[config.mk]
export PLATFORM = sky130hd
export DESIGN_NAME = sysid_boot_sequencer_flat
export DESIGN_NICKNAME = d
export VERILOG_FILES = /design/src/rtl/sysid_boot_sequencer_if.sv /design/src/rtl/sysid_boot_sequencer.sv /design/src/flat_wrapper.sv
export SDC_FILE = /design/constraint.sdc
export NUM_CORES = 1
export LEC_CHECK = 0
export ABC_AREA = 1
export CAP_MARGIN = 20
export CORE_ASPECT_RATIO = 1.4
export CORE_UTILIZATION = 30
export DETAILED_ROUTE_END_ITERATION = 8
export PLACE_DENSITY = 0.54
export RECOVER_POWER = 25
export SKIP_LAST_GASP = 1
export SLEW_MARGIN = 20
export SYNTH_ARGS = -nofsm -noshare
export SYNTH_HDL_FRONTEND = slang
export SYNTH_SLANG_ARGS = --single-unit
[constraint.sdc]
create_clock -name clock -period 1.6 [get_ports clock]
set_input_delay 0.24 -clock clock [delete_from_list [all_inputs] [get_ports clock]]
set_output_delay 0.24 -clock clock [all_outputs]
set_load 0.005 [all_outputs]
[src/rtl/sysid_boot_sequencer_if.sv]
// Sysid slave read port: word select out, combinational read data back.
// No latency or backpressure; the slave answers in the same cycle.
interface sysid_boot_sequencer_if;
  logic        address;
  logic [31:0] readdata;

  modport master (output address, input readdata);
  modport slave  (input address, output readdata);
endinterface

[src/rtl/sysid_boot_sequencer.sv]
// Post-reset boot controller: verifies sysid words, then releases core resets one by one.
// Core 0 released at edge 4, core k at edge 4+k*STAGGER_CYCLES; no backpressure, retry only honoured in FAIL.
module sysid_boot_sequencer #(
  parameter int          NUM_CORES      = 4,
  parameter logic [31:0] EXPECTED_ID    = 32'd0,
  parameter logic [31:0] EXPECTED_TS    = 32'd1479909137,
  parameter int          STAGGER_CYCLES = 16
) (
  input  logic                      clock,
  input  logic                      reset_n,
  sysid_boot_sequencer_if.master    sysid,
  input  logic                      retry,
  output logic [NUM_CORES-1:0]      core_reset_n,
  output logic                      boot_done,
  output logic                      boot_fail,
  output logic [1:0]                mismatch_code
);

  localparam int CNT_W = $clog2(STAGGER_CYCLES) + 1;
  localparam int IDX_W = $clog2(NUM_CORES) + 1;
  localparam logic [CNT_W-1:0] CNT_LAST = CNT_W'(STAGGER_CYCLES - 1);
  localparam logic [IDX_W-1:0] IDX_LAST = IDX_W'(NUM_CORES - 1);

  localparam logic [2:0] IDLE    = 3'd0;
  localparam logic [2:0] RD_ID   = 3'd1;
  localparam logic [2:0] RD_TS   = 3'd2;
  localparam logic [2:0] CHECK   = 3'd3;
  localparam logic [2:0] RELEASE = 3'd4;
  localparam logic [2:0] DONE    = 3'd5;
  localparam logic [2:0] FAIL    = 3'd6;

  logic [2:0]           state;
  logic [31:0]          id_q;
  logic [31:0]          ts_q;
  logic [CNT_W-1:0]     cnt;
  logic [IDX_W-1:0]     idx;
  logic                 addr_q;
  logic                 id_ne;
  logic                 ts_ne;
  logic [NUM_CORES-1:0] release_mask;

  assign sysid.address = addr_q;
  assign id_ne         = (id_q != EXPECTED_ID);
  assign ts_ne         = (ts_q != EXPECTED_TS);
  // OR-ing a shifted one keeps already-released cores out of reset.
  assign release_mask  = NUM_CORES'(1) << idx;

  always_ff @(posedge clock or negedge reset_n) begin
    if (!reset_n) begin
      state         <= IDLE;
      id_q          <= '0;
      ts_q          <= '0;
      cnt           <= '0;
      idx           <= '0;
      addr_q        <= 1'b0;
      core_reset_n  <= '0;
      boot_done     <= 1'b0;
      boot_fail     <= 1'b0;
      mismatch_code <= 2'b00;
    end else begin
      case (state)
        IDLE: begin
          addr_q <= 1'b0;
          state  <= RD_ID;
        end
        RD_ID: begin
          id_q   <= sysid.readdata;
          addr_q <= 1'b1;
          state  <= RD_TS;
        end
        RD_TS: begin
          ts_q   <= sysid.readdata;
          addr_q <= 1'b0;
          state  <= CHECK;
        end
        CHECK: begin
          if (!id_ne && !ts_ne) begin
            core_reset_n[0] <= 1'b1;
            if (NUM_CORES == 1) begin
              boot_done <= 1'b1;
              state     <= DONE;
            end else begin
              idx   <= IDX_W'(1);
              cnt   <= '0;
              state <= RELEASE;
            end
          end else begin
            mismatch_code <= {ts_ne, id_ne};
            boot_fail     <= 1'b1;
            state         <= FAIL;
          end
        end
        RELEASE: begin
          if (cnt == CNT_LAST) begin
            cnt          <= '0;
            core_reset_n <= core_reset_n | release_mask;
            if (idx == IDX_LAST) begin
              boot_done <= 1'b1;
              state     <= DONE;
            end else begin
              idx <= idx + IDX_W'(1);
            end
          end else begin
            cnt <= cnt + CNT_W'(1);
          end
        end
        DONE: state <= DONE;
        FAIL: begin
          if (retry) begin
            boot_fail     <= 1'b0;
            mismatch_code <= 2'b00;
            state         <= RD_ID;
          end
        end
        default: state <= IDLE;
      endcase
    end
  end

endmodule

[src/flat_wrapper.sv]
// flat-port wrapper written by rule: the top's interface ports become plain ports
module sysid_boot_sequencer_flat 
#(
  parameter int          NUM_CORES      = 4,
  parameter logic [31:0] EXPECTED_ID    = 32'd0,
  parameter logic [31:0] EXPECTED_TS    = 32'd1479909137,
  parameter int          STAGGER_CYCLES = 16
)
  (clock, reset_n, retry, core_reset_n, boot_done, boot_fail, mismatch_code, sysid_address, sysid_readdata);
  sysid_boot_sequencer_if sysid_i ();
  input  logic clock;
  input  logic reset_n;
  input  logic retry;
  output logic [NUM_CORES-1:0] core_reset_n;
  output logic boot_done;
  output logic boot_fail;
  output logic [1:0] mismatch_code;
  output wire logic [$bits(sysid_i.address)-1:0] sysid_address;
  input wire logic [$bits(sysid_i.readdata)-1:0] sysid_readdata;
  assign sysid_address = sysid_i.address;
  assign sysid_i.readdata = sysid_readdata;
  sysid_boot_sequencer #(.NUM_CORES(NUM_CORES), .EXPECTED_ID(EXPECTED_ID), .EXPECTED_TS(EXPECTED_TS), .STAGGER_CYCLES(STAGGER_CYCLES)) u_core (.clock(clock), .reset_n(reset_n), .sysid(sysid_i), .retry(retry), .core_reset_n(core_reset_n), .boot_done(boot_done), .boot_fail(boot_fail), .mismatch_code(mismatch_code));
endmodule
==> metrics.yaml, run 1 <==
outcome:
  status: "finished, final reports clean"
critical_path:
  critPathCaptureType: "flip-flop"
  crit_path_top_delay_cell: "dfrtp_1"
  crit_path_start_kind: "flip-flop"
  crit_chain: "ha_1 > nand3_1 > nor2_4 > nor2_4 > a21oi_4 > nand2_4 > nand2_1 > nand2_1"
  crit_arrival_ps: 1690
  reg2regPathDepth: 8
  crit_fanout: 5
  cp.required_ps: 1820
  cp.depth: 8
  crit_path_max_incr_delay_ps: 380
  cp_top_family: "simple AND/OR/NAND/NOR gates"
  crit_buf_inv: 0
  worst-setup-path-type: "reg2reg"
min_path:
  hp-class: "reg2reg"
  hold_depth: 2
synth:
  ys_warn_count: 0
  netlist-cell-type-count: 27
  synth_compound_area_frac: 0.111
  avgSynthCellArea_um2: 8.77
  synth_adder_area_share: 0.0205
  synthSimpleGateAreaFrac: 0.215
  syn-num-nets: 458
  syn_inst: 417
  ys_seq_area_frac: 0.575
  syn-cell-area_um2: 3660
  synth_top_family_by_area: "simple AND/OR/NAND/NOR gates"
  synthMuxAreaShare: 0
  synth_xor_area_frac: 0.00239
  ys_ff_latch: 84
clock_tree:
  cts.sinks: 84
  clockBufferDepth: 2
  clk_latency_ps: 330
  numCtsBuffers: 9
  htree_levels: 3
  cts.root.buffer_cell: "clkbuf_16"
  cts_tree: "yes"
  cts.clk_slew.worst_paths_ps: 60
routing:
  drt_iter0_drc: 164
  dr.pass1.iters: 4
  avgViaCountPerCell: 4.34
  route.detailed.drc: 0
  wl_mm: 7.24
  drt.antenna.violating_nets: 0
  routedWlPerCell_um: 11.8
  vias: 2662
die:
  dieArea_um2: 12600
  rows: 47
  core_area_um2: 11900
  die_w_um: 95.3
  start_util: 0.308
  fp.dieH_um: 133
  ios: 44
timing:
  min_period_ps: 1470
  timing.slew.headroom: 0.490
  finalClockSkew_ps: 4.36
  fin_ws_ps: 126
  setup_viol: 0
  setup_tns_ps: 0
  hold_violations: 0
  maxSlewViolCount: 0
  worst_pin_slew_ps: 765
  fmax_ghz: 0.678
  timing.final.crit_share: 0.921
  hold_ws_ps: 461
global_routing:
  grt.overflow.total: 0
  grt_pass1_wl_mm: 12.7
  grt_pass1_vias: 2720
  grt_use_total: 0.131
  grt_max_degree: 85
  antenna_found_initial: 0
power:
  peakVddDrop_uv: 546
  p_leak_uw: 0.00226
  power.density_nw_per_um2: 1610
layout:
  n_antenna_cell: 0
  fin_util: 0.386
  final_nets: 502
  area_delta_synth_final_pct: 25.4
  drive_gt1_frac: 0.0987
  fillers: 1232
  layout.cells.non_filler: 613
place:
  numPlacedInstances: 595
  hpwl_mm: 4.99
  numPortBuffers: 43
  pre_cts_slack_ps: 76.8
  gp_congestion: 0.742
job:
  cap_viol_max_count: 0
[area by class of cell]
class,count,area [um2],area share
sequential,84,2100,0.458
multi-input combinational,265,1300,0.283
timing repair buffer,48,497,0.108
clock buffer,11,253,0.0551
inverter,53,201,0.0439
tap,147,184,0.0401
clock inverter,5,50.0,0.0109
[routing by layer]
layer	GRT usage	vias to the layer above	wire length, um
met5	0	-	0
met4	0.0581	0	127
met3	0.0299	9	234
met2	0.211	37	3490
met1	0.165	1230	3390
li1	-	1386	-
[kinds of logic after synthesis]
group,after synthesis
adder cells (fa/ha/maj),6
AND/OR/NAND/NOR,181
XOR/XNOR,1
flip-flops,84
buffers and inverters,68
AO/OA/AOI/OAI,77
[cell usage in the layout (no fill, tap or decap), drive strengths merged]
master | synthesis | routed
dfrtp | 84 | 84
o21bai | 2 | 2
dlygate4sd3 | 0 | 1
clkbuf | 6 | 12
nor3 | 2 | 2
nand2 | 117 | 117
o21a | 1 | 1
nor2 | 44 | 44
nand4 | 2 | 2
buf | 9 | 4
nand3 | 16 | 16
xor2 | 1 | 1
inv | 53 | 53
clkdlybuf4s50 | 0 | 42
o21ai | 70 | 70
bufinv | 0 | 1
a21oi | 3 | 3
a21boi | 1 | 1
clkinv | 0 | 4
ha | 6 | 6
[cells in the mapped netlist, drive strengths merged]
cell	instances	area [um2]
nand2	117	462
buf	9	53.8
nand4	2	12.5
nand3	16	92.6
dfrtp	84	2100
clkbuf	6	25.0
xor2	1	8.76
ha	6	75.1
a21oi	3	26.3
o21bai	2	15.0
nor3	2	15.0
inv	53	201
o21a	1	7.51
nor2	44	203
a21boi	1	7.51
o21ai	70	350
[final timing paths]
check                                        from  slack [ps]                     end
max                                 u_core.cnt[0]         130           u_core.idx[0]
min                        u_core.core_reset_n[0]         460  u_core.core_reset_n[0]
max reg2reg                         u_core.cnt[0]         130           u_core.idx[0]
min reg2reg                u_core.core_reset_n[0]         460  u_core.core_reset_n[0]
max in group asynchronous                 reset_n         450         u_core.ts_q[25]
min in group asynchronous                 reset_n         610          u_core.ts_q[7]
[worst min-delay path: cells and delay by family (launching register included)]
kind	cells	cell delay, ps
flip-flops	1	340
AND/OR/NAND/NOR	1	50
buffers and inverters	1	40
[registers in the layout, indices dropped and copies added, names as in the netlist]
name and count:
u_core.idx 3, u_core.id_q 32, u_core.boot_fail 1, u_core.cnt 5, u_core.mismatch_code 2, u_core.sysid.address 1
u_core.boot_done 1, u_core.core_reset_n 4, u_core.ts_q 32, u_core.state 3
[through the flow]
stage | total power (uW) | instance area, um2
after global placement | 5290 | 4260
after floorplan | 4640 | 3660
after global routing | 8010 | 4590
after CTS | 7480 | 4570
final | 7410 | 4590
after detailed placement | 5360 | 4260
[repair_timing]
action,4_1_cts,5_1_grt
hold endpoints to repair,84,0
setup endpoints to repair,0,3
buffers inserted,0,1
hold buffers,1,0
resized for setup,0,7
[power by group]
part / internal, uW / switching, uW / leakage [uW]
combinational: 864 / 834 / 0.00117
sequential: 3070 / 558 / 0.000938
clock: 1280 / 796 / 0.000155
Power figures use the tool's default switching activity.
==> run 2: changes to the inputs <==
Settings changed: CORE_MARGIN set to 2, GPL_TIMING_DRIVEN set to 1.
==> run 2 against run 1 <==
  * Die area grew 3.6%
  * Global-route usage shrank 0.88 points
  * Via count grew 0.90%
  * Worst hold slack lost 27 ps
  * Clock-buffer cell count is the same
  * Combinational power is essentially flat
  * Critical path depth is the same
  * Largest cell class unchanged
==> metrics.yaml, run 2 (synthesis gave the netlist of run 1 again) <==
clock_tree:
  cts.clk_slew.worst_paths_ps: 60
  cts.sinks: 84
  clockBufferDepth: 2
  cts_tree: "yes"
  clk_latency_ps: 330
  htree_levels: 3
  numCtsBuffers: 9
  cts.root.buffer_cell: "clkbuf_16"
routing:
  drt.antenna.violating_nets: 0
  routedWlPerCell_um: 12.0
  route.detailed.drc: 0
  dr.pass1.iters: 4
  wl_mm: 7.31
  vias: 2686
  drt_iter0_drc: 140
  avgViaCountPerCell: 4.39
outcome:
  status: "finished, final reports clean"
layout:
  drive_gt1_frac: 0.0989
  area_delta_synth_final_pct: 24.7
  top_regs: "u_core.id_q (32), u_core.ts_q (32), u_core.cnt (5)"
  fillers: 1231
  final_nets: 503
  final_cell_area_um2: 4560
  n_antenna_cell: 0
  final_common_cell: "nand2_1"
  most-common-layout-cells: "111 x nand2_1, 84 x dfrtp_1, 70 x o21ai_0"
power:
  peakVddDrop_uv: 550
  power.density_nw_per_um2: 1570
  p_leak_uw: 0.00225
critical_path:
  crit_path_start_kind: "flip-flop"
  crit_fanout: 5
  crit_path_max_incr_delay_ps: 390
  crit_buf_inv: 0
  crit_arrival_ps: 1700
  worst-setup-path-type: "reg2reg"
  crit_path_top_delay_cell: "dfrtp_1"
  crit_chain: "ha_1 > nand3_1 > nor2_4 > nor2_4 > a21oi_4 > nand2_4 > nand2_1 > nand2_1"
  critPathCaptureType: "flip-flop"
  cp_top_family: "simple AND/OR/NAND/NOR gates"
  cp.required_ps: 1810
place:
  hpwl_mm: 5.21
  pre_cts_slack_ps: 92.1
  place_area_um2: 4260
  numPortBuffers: 43
  gp_congestion: 0.768
job:
  cap_viol_max_count: 0
timing:
  setup_tns_ps: 0
  fmax_ghz: 0.674
  timing.slew.headroom: 0.655
  hold_violations: 0
  maxSlewViolCount: 0
  rsz0062_at_grt: "no"
  fin_ws_ps: 116
  finalClockSkew_ps: 5.42
  hold_ws_ps: 433
  worst_pin_slew_ps: 518
  timing.final.crit_share: 0.927
  min_period_ps: 1480
  setup_viol: 0
global_routing:
  grt.overflow.total: 0
  grt_use_total: 0.122
  antenna_found_initial: 0
  grt_pass1_vias: 2699
  grt_pass1_wl_mm: 12.7
  grt_max_degree: 66
die:
  core_area_um2: 11900
  start_util: 0.308
  rows: 47
  fp.dieH_um: 135
  die_w_um: 97.3
  ios: 44
  dieArea_um2: 13100
min_path:
  hp-class: "in2async"
-- run 2: where the power goes --
group	switching [uW]	internal [uW]	total (uW)
Combinational	841	872	1710
Sequential	552	3070	3620
Clock	770	1070	1840
-- run 2: layer usage --
layer	share of wire	global-route usage	vias to the layer above	routed length, um
met4	0.0083	0.0625	0	61
met3	0.020	0.0243	2	148
li1	-	-	1383	-
met1	0.46	0.151	1265	3400
met5	0	0	-	0
met2	0.51	0.204	36	3700
-- run 2: final cells by class --
| cell class | count | area (um2) | share of cell area |
|---|---|---|---|
| Clock buffer | 11 | 243 | 0.0532 |
| Clock inverter | 3 | 15.0 | 0.00329 |
| Inverter | 53 | 201 | 0.0442 |
| Multi-Input combinational cell | 265 | 1310 | 0.286 |
| Sequential cell | 84 | 2100 | 0.461 |
| Tap cell | 147 | 184 | 0.0403 |
| Timing Repair Buffer | 49 | 510 | 0.112 |
-- run 2: through the flow --
stage                     utilization  std cells  power [uW]
after global placement          0.359        596        5290
after floorplan                     -        417        4640
after global routing            0.384        612        7780
after CTS                       0.381        611        7250
final                           0.384        612        7170
after detailed placement        0.359        596        5370
-- run 2: path summary, 6_finish.rpt --
check / cells past startpoint / startpoint / slack (ps) / end
max: 8 / u_core.cnt[0] / 120 / u_core.idx[2]
min: 2 / reset_n / 430 / u_core.ts_q[1]
max reg2reg: 8 / u_core.cnt[0] / 120 / u_core.idx[2]
min reg2reg: 2 / u_core.core_reset_n[3] / 460 / u_core.core_reset_n[3]
max in group asynchronous: 3 / reset_n / 420 / u_core.id_q[14]
min in group clock: 2 / u_core.core_reset_n[3] / 460 / u_core.core_reset_n[3]
-- run 2: timing repair --
item | 4_1_cts | 5_1_grt
hold buffers | 1 | 0
gates resized for setup | 0 | 9
buffers inserted | 0 | 1
hold endpoints to repair | 17 | 0
endpoints found under the setup margin | 0 | 4
